===== config.mk =====
export PLATFORM = sky130hd
export DESIGN_NAME = rtc_hms_counter
export DESIGN_NICKNAME = d
export VERILOG_FILES = /design/src/rtl/rtc_pkg.sv /design/src/rtl/rtc_prescaler.sv /design/src/rtl/rtc_hms_counter.sv
export SDC_FILE = /design/constraint.sdc
export NUM_CORES = 1
export LEC_CHECK = 0
export BUFFER_PORTS_ARGS = -buffer_cell sky130_fd_sc_hd__buf_2
export CAP_MARGIN = 20
export CORE_ASPECT_RATIO = 1.2
export CORE_MARGIN = 2
export CORE_UTILIZATION = 50
export CTS_BUF_LIST = sky130_fd_sc_hd__clkbuf_16
export DETAILED_ROUTE_END_ITERATION = 7
export PLACE_DENSITY = 0.72
export SKIP_CTS_REPAIR_TIMING = 1
export SYNTH_ARGS = -nofsm -noshare
export SYNTH_HDL_FRONTEND = slang
export SYNTH_SLANG_ARGS = --single-unit

===== constraint.sdc =====
create_clock -name clk -period 2.2 [get_ports clk]
set_input_delay 0.11 -clock clk [delete_from_list [all_inputs] [get_ports clk]]
set_output_delay 0.11 -clock clk [all_outputs]
set_load 0.1 [all_outputs]

===== src/rtl/rtc_pkg.sv =====
// rtc_pkg -- shared types and constants for the hours/minutes/seconds
// real-time clock (rtc_hms_counter and its prescaler).
//   state_t : run/stop control state
//   *_W     : binary widths of the time fields
//   *_MAX   : largest legal value of the seconds/minutes fields
package rtc_pkg;

  typedef enum logic {
    STOPPED = 1'b0,
    RUNNING = 1'b1
  } state_t;

  localparam int SEC_W  = 6;
  localparam int MIN_W  = 6;
  localparam int HOUR_W = 5;

  localparam logic [SEC_W-1:0] SEC_MAX = SEC_W'(59);
  localparam logic [MIN_W-1:0] MIN_MAX = MIN_W'(59);

endpackage


===== src/rtl/rtc_prescaler.sv =====
// rtc_prescaler -- divides clk down to a one-second tick.
// Counts 0..CLK_DIV-1 while enabled and holds its value while disabled, so a
// partially elapsed second survives a stop/resume.
//   clk   : system clock
//   reset : synchronous active-high reset, count -> 0
//   en    : count enable
//   clr   : synchronous clear to 0 (wins over en)
//   tick  : combinational, high in the cycle the count wraps (en && at max)
module rtc_prescaler #(
  parameter int CLK_DIV = 50_000_000
) (
  input  logic clk,
  input  logic reset,
  input  logic en,
  input  logic clr,
  output logic tick
);

  localparam int CNT_W = (CLK_DIV > 1) ? $clog2(CLK_DIV) : 1;
  localparam logic [CNT_W-1:0] CNT_MAX = CNT_W'(CLK_DIV - 1);

  logic [CNT_W-1:0] count;

  assign tick = en && (count == CNT_MAX);

  // NOTE: sequential state is written with non-blocking assignments only, so
  // every register samples the pre-edge values of its inputs.
  always_ff @(posedge clk) begin
    if (reset) begin
      count <= '0;
    end else if (clr) begin
      count <= '0;
    end else if (en) begin
      count <= tick ? '0 : count + CNT_W'(1);
    end
  end

endmodule


===== src/rtl/rtc_hms_counter.sv =====
// rtc_hms_counter -- binary hours/minutes/seconds real-time clock.
// Optional feature macro: RTC_ALARM_EN (adds the alarm ports and logic).
//   clk, reset           : rising-edge clock, synchronous active-high reset
//   start                : level, 1 = run, 0 = hold
//   load, ld_sec/min/hour: one-cycle load strobe and the time to load
//   mode_12h             : selects 12-hour display on out_hour/out_pm
//   out_sec/min/hour/pm  : displayed time
//   sec_tick, day_wrap   : one-cycle pulses on a second advance / day rollover
//   load_err             : one-cycle pulse when a load is out of range
//   running              : 1 while in RUNNING
//   alarm_arm/min/hour, alarm_hit : alarm compare (RTC_ALARM_EN only)
module rtc_hms_counter
  import rtc_pkg::*;
#(
  parameter int CLK_DIV       = 50_000_000,
  parameter int HOURS_PER_DAY = 24
) (
  input  logic              clk,
  input  logic              reset,
  input  logic              start,
  input  logic              load,
  input  logic [SEC_W-1:0]  ld_sec,
  input  logic [MIN_W-1:0]  ld_min,
  input  logic [HOUR_W-1:0] ld_hour,
  input  logic              mode_12h,
`ifdef RTC_ALARM_EN
  input  logic              alarm_arm,
  input  logic [MIN_W-1:0]  alarm_min,
  input  logic [HOUR_W-1:0] alarm_hour,
  output logic              alarm_hit,
`endif
  output logic [SEC_W-1:0]  out_sec,
  output logic [MIN_W-1:0]  out_min,
  output logic [HOUR_W-1:0] out_hour,
  output logic              out_pm,
  output logic              sec_tick,
  output logic              day_wrap,
  output logic              load_err,
  output logic              running
);

  localparam logic [HOUR_W-1:0] HOUR_LAST = HOUR_W'(HOURS_PER_DAY - 1);
  localparam logic [HOUR_W-1:0] HOUR_NOON = HOUR_W'(12);

  state_t state, state_next;

  logic [SEC_W-1:0]  sec, sec_next;
  logic [MIN_W-1:0]  min, min_next;
  logic [HOUR_W-1:0] hour, hour_next;
  logic              wrap_next;
  logic              tick;
  logic              load_ok;

  // ---------------- run/stop FSM ----------------
  always_ff @(posedge clk) begin
    if (reset) state <= STOPPED;
    else       state <= state_next;
  end

  always_comb begin
    // NOTE: every combinational output gets a default first so no path
    // leaves it unassigned and no latch is inferred.
    state_next = state;
    case (state)
      STOPPED: if (start)  state_next = RUNNING;
      RUNNING: if (!start) state_next = STOPPED;
      default: state_next = STOPPED;
    endcase
  end

  always_comb begin
    running = (state == RUNNING);
  end

  // ---------------- prescaler ----------------
  assign load_ok = load && (ld_sec <= SEC_MAX) && (ld_min <= MIN_MAX)
                        && (ld_hour <= HOUR_LAST);

  // An accepted load restarts the second from zero.
  rtc_prescaler #(.CLK_DIV(CLK_DIV)) u_prescaler (
    .clk   (clk),
    .reset (reset),
    .en    (running),
    .clr   (load_ok),
    .tick  (tick)
  );

  // ---------------- time increment with full carry chain ----------------
  always_comb begin
    sec_next  = sec + SEC_W'(1);
    min_next  = min;
    hour_next = hour;
    wrap_next = 1'b0;
    if (sec == SEC_MAX) begin
      sec_next = '0;
      min_next = min + MIN_W'(1);
      if (min == MIN_MAX) begin
        min_next  = '0;
        hour_next = hour + HOUR_W'(1);
        if (hour == HOUR_LAST) begin
          hour_next = '0;
          wrap_next = 1'b1;
        end
      end
    end
  end

  // An accepted load overrides a coincident tick; a rejected load does not.
  always_ff @(posedge clk) begin
    if (reset) begin
      sec      <= '0;
      min      <= '0;
      hour     <= '0;
      sec_tick <= 1'b0;
      day_wrap <= 1'b0;
      load_err <= 1'b0;
    end else begin
      sec_tick <= tick && !load_ok;
      day_wrap <= tick && !load_ok && wrap_next;
      load_err <= load && !load_ok;
      if (load_ok) begin
        sec  <= ld_sec;
        min  <= ld_min;
        hour <= ld_hour;
      end else if (tick) begin
        sec  <= sec_next;
        min  <= min_next;
        hour <= hour_next;
      end
    end
  end

`ifdef RTC_ALARM_EN
  // Compare against the value about to be written, so the pulse lines up
  // with the edge on which the matching time appears.
  logic              time_upd;
  logic [MIN_W-1:0]  min_new;
  logic [HOUR_W-1:0] hour_new;
  logic              sec_new_zero;

  always_comb begin
    time_upd     = load_ok || tick;
    min_new      = load_ok ? ld_min  : min_next;
    hour_new     = load_ok ? ld_hour : hour_next;
    sec_new_zero = load_ok ? (ld_sec == '0) : (sec_next == '0);
  end

  always_ff @(posedge clk) begin
    if (reset) alarm_hit <= 1'b0;
    else       alarm_hit <= alarm_arm && time_upd && sec_new_zero
                            && (min_new == alarm_min) && (hour_new == alarm_hour);
  end
`endif

  // ---------------- display mapping ----------------
  always_comb begin
    out_sec  = sec;
    out_min  = min;
    out_hour = hour;
    out_pm   = 1'b0;
    if (mode_12h) begin
      out_pm = (hour >= HOUR_NOON);
      if (hour == '0)            out_hour = HOUR_NOON;
      else if (hour > HOUR_NOON) out_hour = hour - HOUR_NOON;
    end
  end

endmodule


# --- Yosys cells after proc, flatten, opt, wreduce, memory -nomap -nowiden ---
# Cells that the tools add are included.
totals:
  register_bits: 47
  out_inout_bits: 22
  inputBits: 22
classes:
  add_sub_neg: 5
  n_eq_ne: 4
  n_mux: 21
  n_lt_le_gt_ge: 5
  n_reduce_logical: 15
ops:
  columns: ["op", "count"]
  rows:
  - ["$mux 6", 7]
  - ["$mux 5", 8]
  - ["$add 26x1->26 const B", 1]
  - ["$eq 26x26->1 const B", 1]
  - ["$mux 26", 1]
  - ["$add 6x1->6 const B", 2]
  - ["$eq 6x6->1 const B", 2]
  - ["$le 6x6->1 const B", 2]
  - ["$logic_and 1x1->1", 7]
  - ["$reduce_bool 2->1", 3]
  - ["$add 5x1->5 const B", 1]
  - ["$eq 5x5->1 const B", 1]
  - ["$ge 5x4->1 const B", 1]
  - ["$gt 5x4->1 const B", 1]
  - ["$le 5x5->1 const B", 1]
  - ["$logic_not 5->1", 1]
  - ["$mux 1", 5]
  - ["$sub 5x4->5 const B", 1]
  - ["$reduce_and 3->1", 1]
  - ["$reduce_and 2->1", 1]
  - ["$reduce_or 2->1", 1]
  - ["$logic_not 1->1", 1]

# --- Longest topological paths before layout ---
logic_depth:
  ltp_word: 7
  ltp_mapped: 7
  ltp_nobuf: 7

# --- Modules after synthesis ---
# A second synthesis with hierarchy kept.
unflattened:
  cells_unflattened: 322
  hier_area_um2: 2665.1
by_module_without_submodules:
  columns: ["mod", "cells_each", "seq_area_each_um2", "area_per_inst_um2", "instances"]
  rows:
  - ["rtc_prescaler", 156, 520.5, 1343.8, 1]
  - ["rtc_hms_counter", 166, 420.4, 1321.3, 1]

# --- Worst setup path after synthesis ---
# No wires, ideal clock.
synth_timing:
  path_kind: "flip-flop to output port"
  startpoint: "reg hour[2]"
  endpoint: "out out_hour[3]"
  path_buffers: 0
  arrival_ns: 3.070
  setup_slack_ns: -0.980
  stages_incl_launch_ff: 6
  required_ns: 2.090
  cell_sequence: "dfxtp_1 -> ha_1 -> a21oi_1 -> o21ai_0 -> nor2_1 -> o21ai_0"
synth_via:
  elab_chain_len: 4
  word_cells_on_any_way: 6
  classes_between: "add/sub (1); order compare (1); mux (3); reduce/logical (1)"
synth_lines:
  columns: ["element", "line_no", "rtl"]
  rows:
  - ["from (decl)", "rtc_hms_counter.sv:49", "logic [HOUR_W-1:0] hour, hour_next;"]
  - ["from (signal assigned)", "rtc_hms_counter.sv:124", "hour <= ld_hour;"]
  - ["from (signal assigned)", "rtc_hms_counter.sv:128", "hour <= hour_next;"]
  - ["$sub 5x4->5 or $gt 5x4->1 (tied branches)", "rtc_hms_counter.sv:164", "else if (hour > HOUR_NOON) out_hour = hour - HOUR_NOON;"]
  - ["$mux 5", "rtc_hms_counter.sv:164", null]
  - ["$mux 5 (*)", "rtc_hms_counter.sv:163", "if (hour == '0) out_hour = HOUR_NOON;"]
  - ["$mux 5 (*)", "rtc_hms_counter.sv:161", "if (mode_12h) begin"]
  - ["to (decl)", "rtc_hms_counter.sv:34", "output logic [HOUR_W-1:0] out_hour,"]
# Every way passes the cells marked *; elsewhere a longest branch is shown, timed or not.

# --- Worst setup path in the final report ---
layout_timing:
  startpoint: "reg sec[0], in the netlist out_sec[0]"
  endpoint: "reg min[0], in the netlist out_min[0]"
layout_via:
  elab_chain_len: 3
layout_lines:
  columns: ["element", "line_no", "rtl"]
  rows:
  - ["from (decl)", "rtc_hms_counter.sv:47", "logic [SEC_W-1:0] sec, sec_next;"]
  - ["from (signal assigned)", "rtc_hms_counter.sv:122", "sec <= ld_sec;"]
  - ["from (signal assigned)", "rtc_hms_counter.sv:126", "sec <= sec_next;"]
  - ["$eq 6x6->1", "rtc_hms_counter.sv:94", "if (sec == SEC_MAX) begin"]
  - ["$reduce_bool 2->1 (no line)", null, null]
  - ["$reduce_and 2->1 (no line)", null, null]
  - ["to (signal assigned)", "rtc_hms_counter.sv:123", "min <= ld_min;"]
  - ["to (signal assigned)", "rtc_hms_counter.sv:127", "min <= min_next;"]
  - ["to (decl)", "rtc_hms_counter.sv:48", "logic [MIN_W-1:0] min, min_next;"]
# Every way passes these cells.
# A chain may end at the register's enable or synchronous reset.

==> impl_metrics.json <==
{
  "status": "finished clean",
  "grt_pass1_wl_um": 10900,
  "async_flop_share": 0,
  "rsz0062_at_grt": "no",
  "synth-edff-count": 0,
  "fmax_ghz": 0.492,
  "synth_nets": 343,
  "cp_slowest_stage_delay_ns": 0.37,
  "diodes": 0,
  "path_depth": 7,
  "cts.clk_slew.worst_paths_ns": 0.06,
  "core_um2": 5010,
  "ys_seq_elements": 47,
  "tns_ns": 0,
  "skew_ns": 0.00279,
  "nNetsFinal": 394,
  "cts_buffers": 5,
  "grt_max_degree": 24,
  "yosys_warnings": 0,
  "viasPerCell": 5.81,
  "gp_congestion": 0.881,
  "ff2ff_path_depth": 7,
  "worst-path-buf-inv": 1,
  "cp_max_fo": 7,
  "ir_worst_vdd_mv": 0.523,
  "drv_slew": 0,
  "dieArea_um2": 5860,
  "rows": 28,
  "slew_headroom": 0.665,
  "grt_usage": 0.227,
  "wl_per_cell_um": 14.9,
  "cts-root-buf": "clkbuf_16",
  "yosysUniqueCellTypes": 57,
  "synth_compound_area_frac": 0.123,
  "clkLatencyLatePin_ns": 0.28,
  "first_global_vias": 2402,
  "crit_family": "simple AND/OR/NAND/NOR gates",
  "htree_levels": 2,
  "cts_tree": "built",
  "ant_nets": 0,
  "total_power_w": 0.00219,
  "hp-class": "input port to flip-flop",
  "hold_viol_final": 0,
  "synth-main-ff-cell": "dfxtp_1",
  "routed_wl_um": 6340,
  "initial_core_util": 0.525,
  "pwr_density_cell_nw_per_um2": 690,
  "setup_violations": 0,
  "clockBufferDepth": 2,
  "port_buffers": 43,
  "synth_xor_area_frac": 0.0866,
  "synthAdderAreaFrac": 0.0381,
  "synthMuxAreaShare": 0.0114,
  "arrival_ns": 2.22,
  "antenna_found_initial": 0,
  "cp-start-kind": "flip-flop",
  "drtIter0Drc": 108,
  "cts.sinks": 47,
  "die_y_um": 83.4,
  "pin_count": 44,
  "synth-simple-area-share": 0.343,
  "worstSetupEndpointType": "flip-flop",
  "syn_inst": 313,
  "criticalPathCategory": "flip-flop to flip-flop",
  "worst_slew_pin_slew_ns": 0.506,
  "min_period_ns": 2.03,
  "finalCritPeriodShare": 0.924,
  "max_cap_viol_count": 0,
  "dp_hpwl_um": 4700,
  "vias": 2469,
  "power_leakage_nw": 1.31,
  "synthToLayoutAreaGrowth_pct": 20.8,
  "yosysSeqAreaShare": 0.358,
  "first_pass_iters": 4,
  "synth_top_family_by_area": "simple AND/OR/NAND/NOR gates",
  "syn_area_um2": 2630,
  "syn_area_per_cell_um2": 8.40,
  "cp_slowest_cell": "dfxtp_4",
  "crit_chain": "ha_1 -> nand4_1 -> nor2_1 -> nand4_2 -> buf_4 -> or3_1 -> a311oi_1",
  "drc": 0,
  "grt_overflow": 0,
  "crit_required_ns": 2.39,
  "die_width_um": 70.2,
  "drive_above_1_share": 0.260,
  "hold_depth": 2
}
-- cells in the final DEF (no fill, tap or decap), types with 3 or more instances in the layout --
cell type,synthesis,final
a21oi_1,10,10
dfxtp_1,47,35
dfxtp_4,0,5
clkbuf_16,0,5
xnor2_1,9,9
nand2_1,25,25
xor2_1,17,17
ha_1,8,8
nor2_1,49,47
or3_1,5,5
nand2b_1,8,8
a311oi_1,9,9
nand4_1,15,15
and3_1,5,5
nor3_1,7,7
or4_1,3,3
o21ai_0,7,6
mux2i_1,3,3
dfxtp_2,0,7
buf_2,0,42
inv_1,12,12
nand3_1,14,14
buf_4,1,14
and2_1,3,3
-- per-layer routing --
layer / share of wire / track usage / vias up
li1: - / - / 1229
met1: 0.42 / 0.265 / 1168
met2: 0.52 / 0.406 / 59
met3: 0.041 / 0.0473 / 13
met4: 0.017 / 0.0769 / 0
met5: 0 / 0 / -
-- Yosys cell counts, types with 2 or more instances --
cell      instances  area (µm²)
a21oi_1          10        50.1
a311oi_1          9        78.8
a31oi_1           3        18.8
and2_1            3        18.8
and3_1            5        31.3
and4_1            2        17.5
buf_1             2        7.51
clkbuf_1          9        33.8
dfxtp_1          47         941
ha_1              8         100
inv_1            12        45.0
mux2i_1           3        30.0
nand2_1          25        93.8
nand2b_1          8        50.1
nand3_1          14        70.1
nand3_2           2        20.0
nand4_1          15        93.8
nand4_2           2        25.0
nor2_1           49         184
nor3_1            7        35.0
nor4_1            2        12.5
nor4_2            2        25.0
nor4_4            2        42.5
o21ai_0           7        35.0
o31ai_1           2        15.0
o41ai_1           2        17.5
or3_1             5        31.3
or4_1             3        22.5
xnor2_1           9        78.8
xor2_1           17         149
-- final cells by class --
class | instances | area (µm²)
Clock buffer | 5 | 125
Clock inverter | 3 | 38.8
Fill cell | 447 | 1830
Inverter | 12 | 45.0
Multi-Input combinational cell | 241 | 1600
Sequential cell | 47 | 968
Tap cell | 60 | 75.1
Timing Repair Buffer | 57 | 323
-- logic make-up (layout without fill, tap and decap cells) --
| group | Yosys count | in the layout |
|---|---|---|
| flip-flops | 47 | 47 |
| AO/OA/AOI/OAI | 46 | 46 |
| buffers and inverters | 25 | 77 |
| AND/OR/NAND/NOR | 158 | 158 |
| XOR/XNOR | 26 | 26 |
| multiplexers | 3 | 3 |
| adder cells (fa/ha/maj) | 8 | 8 |
-- worst reg2reg max path, stage by stage, from the launching register on --
cell,delay [ns]
dfxtp_4,0.37
ha_1,0.20
nand4_1,0.12
nor2_1,0.25
nand4_2,0.20
buf_4,0.21
or3_1,0.34
a311oi_1,0.26
-- sequential cells by signal (all words and copies together), names as in the netlist --
| name | count |
|---|---|
| out_min | 6 |
| day_wrap | 1 |
| hour | 5 |
| out_sec | 6 |
| u_prescaler.count | 26 |
| load_err | 1 |
| sec_tick | 1 |
| running | 1 |
-- through the flow --
| stage | cell area (µm²) | setup slack (ns) | std cells | util | hold slack, ns |
|---|---|---|---|---|---|
| floorplan | 2670 | -0.226 | 313 | - | 0.218 |
| global placement | 3000 | 0.215 | 417 | 0.599 | 0.321 |
| detailed placement | 3000 | 0.187 | 417 | 0.599 | 0.330 |
| CTS | 3170 | 0.115 | 425 | 0.632 | 0.0305 |
| global route | 3180 | 0.00473 | 425 | 0.634 | 0.0453 |
| finish | 3180 | 0.167 | 425 | 0.634 | 0.0325 |
-- power breakdown --
group | switching (W) | internal (W) | total (W)
registers | 0.0000350 | 0.000879 | 0.000914
logic | 0.000345 | 0.0000932 | 0.000439
clock network | 0.000309 | 0.000530 | 0.000839
-- path summary, 6_finish.rpt --
kind | start | endpoint | slack (ns)
worst max-delay path | out_sec[0]$_SDFFE_PP0P_ | out_min[0]$_SDFFE_PP0P_ | 0.17
worst min-delay path | start | running$_SDFF_PP0_ | 0.03
worst max register to register | out_sec[0]$_SDFFE_PP0P_ | out_min[0]$_SDFFE_PP0P_ | 0.17
worst min register to register | u_prescaler.count[1]$_SDFFE_PP0P_ | u_prescaler.count[1]$_SDFFE_PP0P_ | 0.50
Note: power is estimated with default switching activity, not from simulation.
